--- config.mk ---
export PLATFORM = sky130hd
export DESIGN_NAME = pipeline_hazard_ctrl_flat
export DESIGN_NICKNAME = d
export VERILOG_FILES = /design/src/rtl/pipeline_hazard_ctrl_if.sv /design/src/rtl/pipeline_hazard_ctrl.sv /design/src/flat_wrapper.sv
export SDC_FILE = /design/constraint.sdc
export NUM_CORES = 1
export LEC_CHECK = 0
export ABC_AREA = 1
export CAP_MARGIN = 40
export CORE_AREA = 4 4 79 81
export DETAILED_ROUTE_END_ITERATION = 10
export DIE_AREA = 0 0 83 85
export MAX_ROUTING_LAYER = met4
export PLACE_DENSITY = 0.84
export SLEW_MARGIN = 10
export SYNTH_ARGS = -nofsm -noshare
export SYNTH_HDL_FRONTEND = slang
export SYNTH_SLANG_ARGS = --single-unit
--- constraint.sdc ---
create_clock -name clk -period 4.7 [get_ports clk]
set_input_delay 1.175 -clock clk [delete_from_list [all_inputs] [get_ports clk]]
set_output_delay 1.175 -clock clk [all_outputs]
set_load 0.005 [all_outputs]
--- src/rtl/pipeline_hazard_ctrl_if.sv ---
// Pipeline-side signal bundle for the hazard/flush/drain controller.
// The slave modport is the controller's view; the master is the core datapath side.
interface pipeline_hazard_ctrl_if #(
  parameter int REG_ADDR_W = 5,
  parameter int CNT_W      = 16
);
  logic [REG_ADDR_W-1:0] dec_rs1, dec_rs2;
  logic                  dec_use_rs1, dec_use_rs2;
  logic [REG_ADDR_W-1:0] ex_rd, mem_rd, wb_rd;
  logic                  ex_wen, mem_wen, wb_wen;
  logic                  ex_is_load;
  logic                  br_taken_m;
  logic                  halt_if;
  logic                  pc_en, dec_en;
  logic                  kill_d, kill_e, kill_m;
  logic                  v_d, v_e, v_m, v_w;
  logic [1:0]            fwd_a_sel, fwd_b_sel;
  logic                  halt;
  logic [CNT_W-1:0]      stall_cnt, flush_cnt;

  modport master (
    output dec_rs1, dec_rs2, dec_use_rs1, dec_use_rs2,
           ex_rd, mem_rd, wb_rd, ex_wen, mem_wen, wb_wen,
           ex_is_load, br_taken_m, halt_if,
    input  pc_en, dec_en, kill_d, kill_e, kill_m,
           v_d, v_e, v_m, v_w, fwd_a_sel, fwd_b_sel,
           halt, stall_cnt, flush_cnt
  );

  modport slave (
    input  dec_rs1, dec_rs2, dec_use_rs1, dec_use_rs2,
           ex_rd, mem_rd, wb_rd, ex_wen, mem_wen, wb_wen,
           ex_is_load, br_taken_m, halt_if,
    output pc_en, dec_en, kill_d, kill_e, kill_m,
           v_d, v_e, v_m, v_w, fwd_a_sel, fwd_b_sel,
           halt, stall_cnt, flush_cnt
  );
endinterface

--- src/rtl/pipeline_hazard_ctrl.sv ---
// Hazard, forwarding, flush and halt-drain control for the 5-stage core.
// state | meaning: RUN = normal fetch | DRAIN = halt seen, emptying pipe | HALTED = drained, terminal
module pipeline_hazard_ctrl #(
  parameter int REG_ADDR_W = 5,
  parameter bit FWD_EN     = 1'b1,
  parameter int CNT_W      = 16
) (
  input logic                   clk,
  input logic                   rstn,
  pipeline_hazard_ctrl_if.slave bus
);
  typedef enum logic [1:0] {RUN, DRAIN, HALTED} state_t;

  state_t           state_q;
  logic             v_d_q, v_e_q, v_m_q, v_w_q;
  logic             halt_q;
  logic [CNT_W-1:0] stall_cnt_q, flush_cnt_q;

  logic a_e, a_m, a_w, b_e, b_m, b_w;
  logic stall, flush;
  logic pc_en, dec_en, kill_d, kill_e, kill_m;
  logic [1:0] fwd_a_sel, fwd_b_sel;

  // x0 is hardwired zero, so a write to it is never a real producer
  assign a_e = v_e_q && bus.ex_wen  && (bus.ex_rd  != '0) && bus.dec_use_rs1 && (bus.dec_rs1 == bus.ex_rd);
  assign a_m = v_m_q && bus.mem_wen && (bus.mem_rd != '0) && bus.dec_use_rs1 && (bus.dec_rs1 == bus.mem_rd);
  assign a_w = v_w_q && bus.wb_wen  && (bus.wb_rd  != '0) && bus.dec_use_rs1 && (bus.dec_rs1 == bus.wb_rd);
  assign b_e = v_e_q && bus.ex_wen  && (bus.ex_rd  != '0) && bus.dec_use_rs2 && (bus.dec_rs2 == bus.ex_rd);
  assign b_m = v_m_q && bus.mem_wen && (bus.mem_rd != '0) && bus.dec_use_rs2 && (bus.dec_rs2 == bus.mem_rd);
  assign b_w = v_w_q && bus.wb_wen  && (bus.wb_rd  != '0) && bus.dec_use_rs2 && (bus.dec_rs2 == bus.wb_rd);

  assign stall = FWD_EN ? (v_d_q && (a_e || b_e) && bus.ex_is_load)
                        : (v_d_q && (a_e || a_m || a_w || b_e || b_m || b_w));
  assign flush = bus.br_taken_m && v_m_q;

  function automatic logic [1:0] fwd_sel(input logic e, input logic m, input logic w);
    if (e)      return 2'b01;
    else if (m) return 2'b10;
    else if (w) return 2'b11;
    return 2'b00;
  endfunction

  always_comb begin
    fwd_a_sel = 2'b00;
    fwd_b_sel = 2'b00;
    if (FWD_EN && v_d_q) begin
      fwd_a_sel = fwd_sel(a_e, a_m, a_w);
      fwd_b_sel = fwd_sel(b_e, b_m, b_w);
    end
  end

  always_comb begin
    pc_en  = (state_q == RUN) && !bus.halt_if;
    dec_en = 1'b1;
    kill_d = 1'b0;
    kill_e = 1'b0;
    kill_m = 1'b0;
    if (flush) begin
      pc_en  = 1'b1;
      kill_d = 1'b1;
      kill_e = 1'b1;
      kill_m = 1'b1;
    end else if (stall) begin
      pc_en  = 1'b0;
      dec_en = 1'b0;
      kill_e = 1'b1;
    end
  end

  always_ff @(posedge clk or negedge rstn) begin
    if (!rstn) begin
      state_q <= RUN;
      halt_q  <= 1'b0;
      v_d_q   <= 1'b0;
      v_e_q   <= 1'b0;
      v_m_q   <= 1'b0;
      v_w_q   <= 1'b0;
    end else begin
      v_w_q <= v_m_q;
      v_m_q <= v_e_q && !flush;
      v_e_q <= v_d_q && !stall && !flush;
      // the halt instruction itself never enters Dec as valid
      v_d_q <= flush ? 1'b0 : (stall ? v_d_q : ((state_q == RUN) && !bus.halt_if));
      case (state_q)
        RUN:
          if (bus.halt_if && !stall && !flush) state_q <= DRAIN;
        DRAIN:
          if (flush) begin
            state_q <= RUN;
          end else if (!(v_d_q || v_e_q || v_m_q || v_w_q)) begin
            state_q <= HALTED;
            halt_q  <= 1'b1;
          end
        HALTED: ;
        default: state_q <= RUN;
      endcase
    end
  end

  always_ff @(posedge clk or negedge rstn) begin
    if (!rstn) begin
      stall_cnt_q <= '0;
      flush_cnt_q <= '0;
    end else begin
      if (stall && !flush && (stall_cnt_q != '1)) stall_cnt_q <= stall_cnt_q + 1'b1;
      if (flush && (flush_cnt_q != '1))           flush_cnt_q <= flush_cnt_q + 1'b1;
    end
  end

  assign bus.pc_en     = pc_en;
  assign bus.dec_en    = dec_en;
  assign bus.kill_d    = kill_d;
  assign bus.kill_e    = kill_e;
  assign bus.kill_m    = kill_m;
  assign bus.v_d       = v_d_q;
  assign bus.v_e       = v_e_q;
  assign bus.v_m       = v_m_q;
  assign bus.v_w       = v_w_q;
  assign bus.fwd_a_sel = fwd_a_sel;
  assign bus.fwd_b_sel = fwd_b_sel;
  assign bus.halt      = halt_q;
  assign bus.stall_cnt = stall_cnt_q;
  assign bus.flush_cnt = flush_cnt_q;
endmodule

--- src/flat_wrapper.sv ---
// flat-port wrapper written by rule: the top's interface ports become plain ports
module pipeline_hazard_ctrl_flat 
#(
  parameter int REG_ADDR_W = 5,
  parameter bit FWD_EN     = 1'b1,
  parameter int CNT_W      = 16
)
  (clk, rstn, bus_dec_rs1, bus_dec_rs2, bus_dec_use_rs1, bus_dec_use_rs2, bus_ex_rd, bus_mem_rd, bus_wb_rd, bus_ex_wen, bus_mem_wen, bus_wb_wen, bus_ex_is_load, bus_br_taken_m, bus_halt_if, bus_pc_en, bus_dec_en, bus_kill_d, bus_kill_e, bus_kill_m, bus_v_d, bus_v_e, bus_v_m, bus_v_w, bus_fwd_a_sel, bus_fwd_b_sel, bus_halt, bus_stall_cnt, bus_flush_cnt);
  pipeline_hazard_ctrl_if #(.REG_ADDR_W(REG_ADDR_W), .CNT_W(CNT_W)) bus_i ();
  input logic clk;
  input logic rstn;
  input wire logic [$bits(bus_i.dec_rs1)-1:0] bus_dec_rs1;
  input wire logic [$bits(bus_i.dec_rs2)-1:0] bus_dec_rs2;
  input wire logic [$bits(bus_i.dec_use_rs1)-1:0] bus_dec_use_rs1;
  input wire logic [$bits(bus_i.dec_use_rs2)-1:0] bus_dec_use_rs2;
  input wire logic [$bits(bus_i.ex_rd)-1:0] bus_ex_rd;
  input wire logic [$bits(bus_i.mem_rd)-1:0] bus_mem_rd;
  input wire logic [$bits(bus_i.wb_rd)-1:0] bus_wb_rd;
  input wire logic [$bits(bus_i.ex_wen)-1:0] bus_ex_wen;
  input wire logic [$bits(bus_i.mem_wen)-1:0] bus_mem_wen;
  input wire logic [$bits(bus_i.wb_wen)-1:0] bus_wb_wen;
  input wire logic [$bits(bus_i.ex_is_load)-1:0] bus_ex_is_load;
  input wire logic [$bits(bus_i.br_taken_m)-1:0] bus_br_taken_m;
  input wire logic [$bits(bus_i.halt_if)-1:0] bus_halt_if;
  output wire logic [$bits(bus_i.pc_en)-1:0] bus_pc_en;
  output wire logic [$bits(bus_i.dec_en)-1:0] bus_dec_en;
  output wire logic [$bits(bus_i.kill_d)-1:0] bus_kill_d;
  output wire logic [$bits(bus_i.kill_e)-1:0] bus_kill_e;
  output wire logic [$bits(bus_i.kill_m)-1:0] bus_kill_m;
  output wire logic [$bits(bus_i.v_d)-1:0] bus_v_d;
  output wire logic [$bits(bus_i.v_e)-1:0] bus_v_e;
  output wire logic [$bits(bus_i.v_m)-1:0] bus_v_m;
  output wire logic [$bits(bus_i.v_w)-1:0] bus_v_w;
  output wire logic [$bits(bus_i.fwd_a_sel)-1:0] bus_fwd_a_sel;
  output wire logic [$bits(bus_i.fwd_b_sel)-1:0] bus_fwd_b_sel;
  output wire logic [$bits(bus_i.halt)-1:0] bus_halt;
  output wire logic [$bits(bus_i.stall_cnt)-1:0] bus_stall_cnt;
  output wire logic [$bits(bus_i.flush_cnt)-1:0] bus_flush_cnt;
  assign bus_i.dec_rs1 = bus_dec_rs1;
  assign bus_i.dec_rs2 = bus_dec_rs2;
  assign bus_i.dec_use_rs1 = bus_dec_use_rs1;
  assign bus_i.dec_use_rs2 = bus_dec_use_rs2;
  assign bus_i.ex_rd = bus_ex_rd;
  assign bus_i.mem_rd = bus_mem_rd;
  assign bus_i.wb_rd = bus_wb_rd;
  assign bus_i.ex_wen = bus_ex_wen;
  assign bus_i.mem_wen = bus_mem_wen;
  assign bus_i.wb_wen = bus_wb_wen;
  assign bus_i.ex_is_load = bus_ex_is_load;
  assign bus_i.br_taken_m = bus_br_taken_m;
  assign bus_i.halt_if = bus_halt_if;
  assign bus_pc_en = bus_i.pc_en;
  assign bus_dec_en = bus_i.dec_en;
  assign bus_kill_d = bus_i.kill_d;
  assign bus_kill_e = bus_i.kill_e;
  assign bus_kill_m = bus_i.kill_m;
  assign bus_v_d = bus_i.v_d;
  assign bus_v_e = bus_i.v_e;
  assign bus_v_m = bus_i.v_m;
  assign bus_v_w = bus_i.v_w;
  assign bus_fwd_a_sel = bus_i.fwd_a_sel;
  assign bus_fwd_b_sel = bus_i.fwd_b_sel;
  assign bus_halt = bus_i.halt;
  assign bus_stall_cnt = bus_i.stall_cnt;
  assign bus_flush_cnt = bus_i.flush_cnt;
  pipeline_hazard_ctrl #(.REG_ADDR_W(REG_ADDR_W), .FWD_EN(FWD_EN), .CNT_W(CNT_W)) u_core (.clk(clk), .rstn(rstn), .bus(bus_i));
endmodule
Yosys cells after proc, flatten, opt, wreduce, memory -nomap -nowiden. Cells that the tools add are included.

Output and inout bits: 46. Input bits: 35. Bits in registers: 39. Word-level logic and storage cells: 100.

Reduce and logical (&&, ||, !) cells: 43. Equal/unequal tests: 13. Bitwise gates (word level): 3. Multiplexer cells: 31. $add $sub $neg: 2.

Operator list (count): 16-bit by 1-bit adder with 16-bit output, second input constant (2); 16-bit inequality test, second input constant (2); 5-bit equality test (6); 1-bit logical AND (30); 2-bit two-way mux (13); 1-bit two-way mux (17); 5-bit nonzero test (3); 2-bit case mux with 3 select lines (1); 3-bit AND reduction (2); 1-bit logical OR (4); 2-bit inequality test, second input constant (2); 1-bit logical NOT (3); 3-bit by 2-bit inequality test with 1-bit output, second input constant (1); 1-bit inverter (3); 2-bit by 1-bit equality test with 1-bit output, second input constant (1); 2-bit equality test, second input constant (1); 2-bit logical NOT (1).

Depth between registers and ports, before layout.
Depth after elaboration: 12. Gate-level depth with buffers: 12. Depth with buffers taken out: 12.

Least setup slack after synthesis. OpenSTA, ideal clock, no wires.

Path type: in2out. Start point: input bus_ex_rd[3]. End point: output bus_pc_en. Buffers on the path: 0. Slack: 1.553 ns. Stages: 9. Data required time: 3.525 ns. Arrival time: 1.972 ns. Cells stage by stage: inv_1 a21oi_1 nand2_1 nor2_1 nand3_1 nand2_4 nand2_1 nand3_1 nand2_1.

Longest elaborated chain between the ends: 9. Elaborated cells between the ends (all ways): 13. Classes of those cells: 2 x eq/ne; 2 x mux; 9 x reduce/logical.

Ends and longest elaborated chain: from (decl) (RTL line flat_wrapper.sv:16) `input wire logic [$bits(bus_i.ex_rd)-1:0] bus_ex_rd;`; 5-bit nonzero test (RTL line pipeline_hazard_ctrl.sv:25, pipeline_hazard_ctrl.sv:28); 1-bit logical AND (RTL line pipeline_hazard_ctrl.sv:25, pipeline_hazard_ctrl.sv:28); 1-bit logical AND (on tied branches) (2 in a row) (RTL line pipeline_hazard_ctrl.sv:25, pipeline_hazard_ctrl.sv:28); 1-bit logical OR * (RTL line pipeline_hazard_ctrl.sv:32) `assign stall = FWD_EN ? (v_d_q && (a_e || b_e) && bus.ex_is_load)`; 1-bit logical AND * (2 in a row) (RTL line pipeline_hazard_ctrl.sv:32); 1-bit two-way mux * (RTL line pipeline_hazard_ctrl.sv:63) `end else if (stall) begin`; 1-bit two-way mux * (RTL line pipeline_hazard_ctrl.sv:58) `if (flush) begin`; to (decl) (RTL line flat_wrapper.sv:25) `output wire logic [$bits(bus_i.pc_en)-1:0] bus_pc_en;`.

Mark *: on every way between the ends. The rest lies on a longest branch, timed or not.

Worst setup path after layout.
Start point: input bus_ex_rd[0]. End point: output bus_kill_e.

Longest elaborated chain between the ends: 9. Elaborated cells between the ends (all ways): 13. Classes of those cells: 2 x eq/ne; 2 x mux; 9 x reduce/logical.

Ends and longest elaborated chain: 5-bit nonzero test (RTL line pipeline_hazard_ctrl.sv:25, pipeline_hazard_ctrl.sv:28); 1-bit logical AND (RTL line pipeline_hazard_ctrl.sv:25, pipeline_hazard_ctrl.sv:28); 1-bit logical AND (on tied branches) (2 in a row) (RTL line pipeline_hazard_ctrl.sv:25, pipeline_hazard_ctrl.sv:28); 1-bit logical OR * (RTL line pipeline_hazard_ctrl.sv:32); 1-bit logical AND * (2 in a row) (RTL line pipeline_hazard_ctrl.sv:32); 1-bit two-way mux * (RTL line pipeline_hazard_ctrl.sv:63); 1-bit two-way mux * (RTL line pipeline_hazard_ctrl.sv:58); to (decl) (RTL line flat_wrapper.sv:28) `output wire logic [$bits(bus_i.kill_e)-1:0] bus_kill_e;`.

Marks and branches as above.

==> summary.md <==
| Metric | Value |
|---|---|
| Clk Tree Root Cell | clkbuf_8 |
| Largest net degree at the start of global routing | 35 |
| DPL Wire Length | 6059 um |
| Crit path top cell by count | nand2_1 |
| Max-slew headroom | 0.6939 |
| Syn Std Cell Area | 2784 sq um |
| Antenna violations before repair | 0 |
| Global-route wire length before repair | 13210 um |
| Area Overhead vs Synth | 34.79% |
| CTS tree | built |
| GRT overflow | 0 |
| Worst-Skew Late Latency | 0.29 ns |
| Layout cell share with drive strength beyond 1 | 0.04733 |
| Leakage Power | 1.833 nW |
| Row cnt | 27 |
| Final setup TNS | 0 ns |
| Tightest Pin Transition | 0.4586 ns |
| Max stage delay cell, worst path | clkdlybuf4s50_1 |
| Max_cap viols | 0 |
| Clock-pin slew on the worst setup and hold paths | 0.07 ns |
| Top cells by area, synth | dfrtp_1 (35%), nand2_1 (14%), inv_1 (8.9%), xor2_1 (7.9%), nand3_1 (6.8%) |
| CP endpoint kind | primary output |
| Total global-route track usage | 0.2333 |
| Initial DRC Count | 137 |
| #FFs+latches synth | 39 |
| CP Cell Sequence | clkdlybuf4s50_1 > inv_1 > nand2_1 > nand3_1 > nor2_1 > nand3_1 > nand2_4 > nand2_1 > nand2_1 > clkdlybuf4s50_1 |
| Avg Inst Size Synth | 6.942 sq um |
| Pwr Total | 1.098 mW |
| WP data arrival | 3.21 ns |
| Postcts setup bufs | 0 |
| R2R cell count | 11 |
| # IOs | 81 |
| Vias in the first global route | 2766 |
| Routed Antenna Nets | 0 |
| Layout net count | 524 |
| GPL Wtd Cong | 0.9512 |
| Starting density of the core | 0.5087 |
| CP Max Fanout | 6 |
| Post-synthesis instance total | 401 |
| Yosys warns | 0 |
| Fmax | 228.1 MHz |
| Chip Width | 83 um |
| Ant diodes | 0 |
| DR pass1 iterations | 4 |
| Final setup viols | 0 |
| Pwr Density | 292.6 nW/um^2 |
| Core area | 5473 sq um |
| Clock Tree Buf Depth | 2 |
| CTS Buf Count | 5 |
| Crit Reg-Reg Endpoint | u_core.bus.flush_cnt[14] |
| CP max stage delay | 0.55 ns |
| Reg-to-reg slack, setup | 2.55 ns |
| Fin. Hold Viols | 0 |
| Worst hold-check path type | reg2reg |
| Vias per Instance | 5.120 |
| CTS resizes | 0 |
| Synthesized net count | 438 |
| Outcome | complete, no violations |
| Overall die height | 85 um |
| Worst Skew | 0.004833 ns |
| Clock sinks | 39 |
| Worst reg2reg path startpoint | u_core.bus.flush_cnt[0] |
| Seq/Total Area, Yosys | 0.3506 |
| Slew Viols, Final | 0 |
| RSZ-0062 raised after global routing | false |
| DR vias | 2857 |
| Wire per inst | 13.52 um |
| Critical Path Source Type | input pin |
| Hold-fix buffers, CTS | 0 |
| H-tree depth | 2 |
| Worst IR Drop VDD | 0.0002994 V |
| Worst Setup Path Type | in2out |
| Period utilization | 0.9326 |
| Tmin final | 4.383 ns |
| Post-synth top area share | 0.3506 |
| DRC violations left | 0 |
| Worst Setup SP | bus_ex_rd[0] |
| Die ar. | 7055 sq um |
| Worst setup path endpoint | bus_kill_e |
| Routed wire length | 7543 um |
| Req. time, crit path | 3.52 ns |
| Synth area leader | dfrtp_1 |
| Post-synth cell types | 27 |
| Port Buf Inserts | 80 |
metal layers:
metal  up-vias  global-route usage  part of all wire
met4         0             0.05944             0.011
li1       1443                   -                 -
met2       105              0.3499              0.45
met5         -                   -                 0
met3         7             0.05728             0.066
met1      1302              0.3172              0.48
power by group:
part | internal, mW | switching, mW | total, mW | leakage, nW
Clock | 0.0990 | 0.111 | 0.210 | 0.0371
Sequential | 0.400 | 0.0828 | 0.482 | 0.438
Combinational | 0.213 | 0.192 | 0.406 | 1.36
Total | 0.712 | 0.386 | 1.10 | 1.83
sequential cells by signal, indices dropped and copies added (netlist names):
name,cells
u_core.bus.flush_cnt,16
u_core.bus.stall_cnt,16
u_core.state_q,2
u_core.bus.halt,1
u_core.bus.v_d,1
u_core.bus.v_e,1
u_core.bus.v_m,1
u_core.bus.v_w,1
critical path, delay by kind of cell:
family,cells,cell delay (ns)
AND/OR/NAND/NOR,7,0.87
buffers and inverters,3,1.18
cell families (layout without fill, tap and decap cells):
logic type / count (synthesis) / after routing / synth area share
AO/OA/AOI/OAI: 37 / 37 / 0.07910
flip-flops: 39 / 39 / 0.3506
AND/OR/NAND/NOR: 220 / 220 / 0.3645
XOR/XNOR: 31 / 31 / 0.09753
adder cells (fa/ha/maj): 2 / 2 / 0.008987
buffers and inverters: 72 / 157 / 0.09933
synth_stat cells, drive strengths merged:
| cell | instances |
|---|---|
| nand3 | 41 |
| o21ai | 11 |
| nand2 | 104 |
| o21bai | 13 |
| nor2 | 40 |
| xnor2 | 6 |
| xor2 | 25 |
| nor4 | 5 |
| or2 | 2 |
| buf | 3 |
| ha | 2 |
| or3 | 1 |
| dfrtp | 39 |
| nor3 | 12 |
| a21oi | 11 |
| nand3b | 2 |
| o22ai | 2 |
| nand4 | 13 |
| inv | 69 |
area by class of cell:
type                       instances  area, sq um
sequential                        39        975.9
fill                             488         1720
clock buffer                       6        72.57
tap                               72        90.09
timing repair buffer              82        823.3
multi-input combinational        290         1531
inverter                          69        259.0
layout by cell type, fill, tap and decap left out, drive strengths merged, types with 12 or more instances in the layout:
master,instances
nand2,104
clkdlybuf4s50,79
inv,69
nand3,41
nor2,40
dfrtp,39
xor2,25
o21bai,13
nand4,13
nor3,12
metrics by stage:
step	instances	hold slack [ns]	cell area [sq um]	util	setup slack (ns)
final	558	0.4676	3752	0.6856	0.3166
after global routing	558	0.4871	3752	0.6856	0.1063
after CTS	558	0.4718	3752	0.6856	0.2984
after detailed placement	552	0.4538	3680	0.6724	0.3072
after global placement	551	0.4539	3660	0.6687	0.2826
after floorplan	401	0.4340	2784	-	1.553
worst min path at each step:
stage | to | startpoint | slack [ns] | cells past startpoint
finish | u_core.bus.halt | u_core.bus.halt | 0.47 | 2
global placement | u_core.bus.halt | u_core.bus.halt | 0.45 | 2
floorplan | u_core.bus.v_w | u_core.bus.v_m | 0.43 | 0
CTS | u_core.bus.halt | u_core.bus.halt | 0.47 | 2
global route | u_core.bus.halt | u_core.bus.halt | 0.49 | 2
detailed placement | u_core.bus.halt | u_core.bus.halt | 0.45 | 2
No activity file was read; power rests on OpenSTA's default activity.
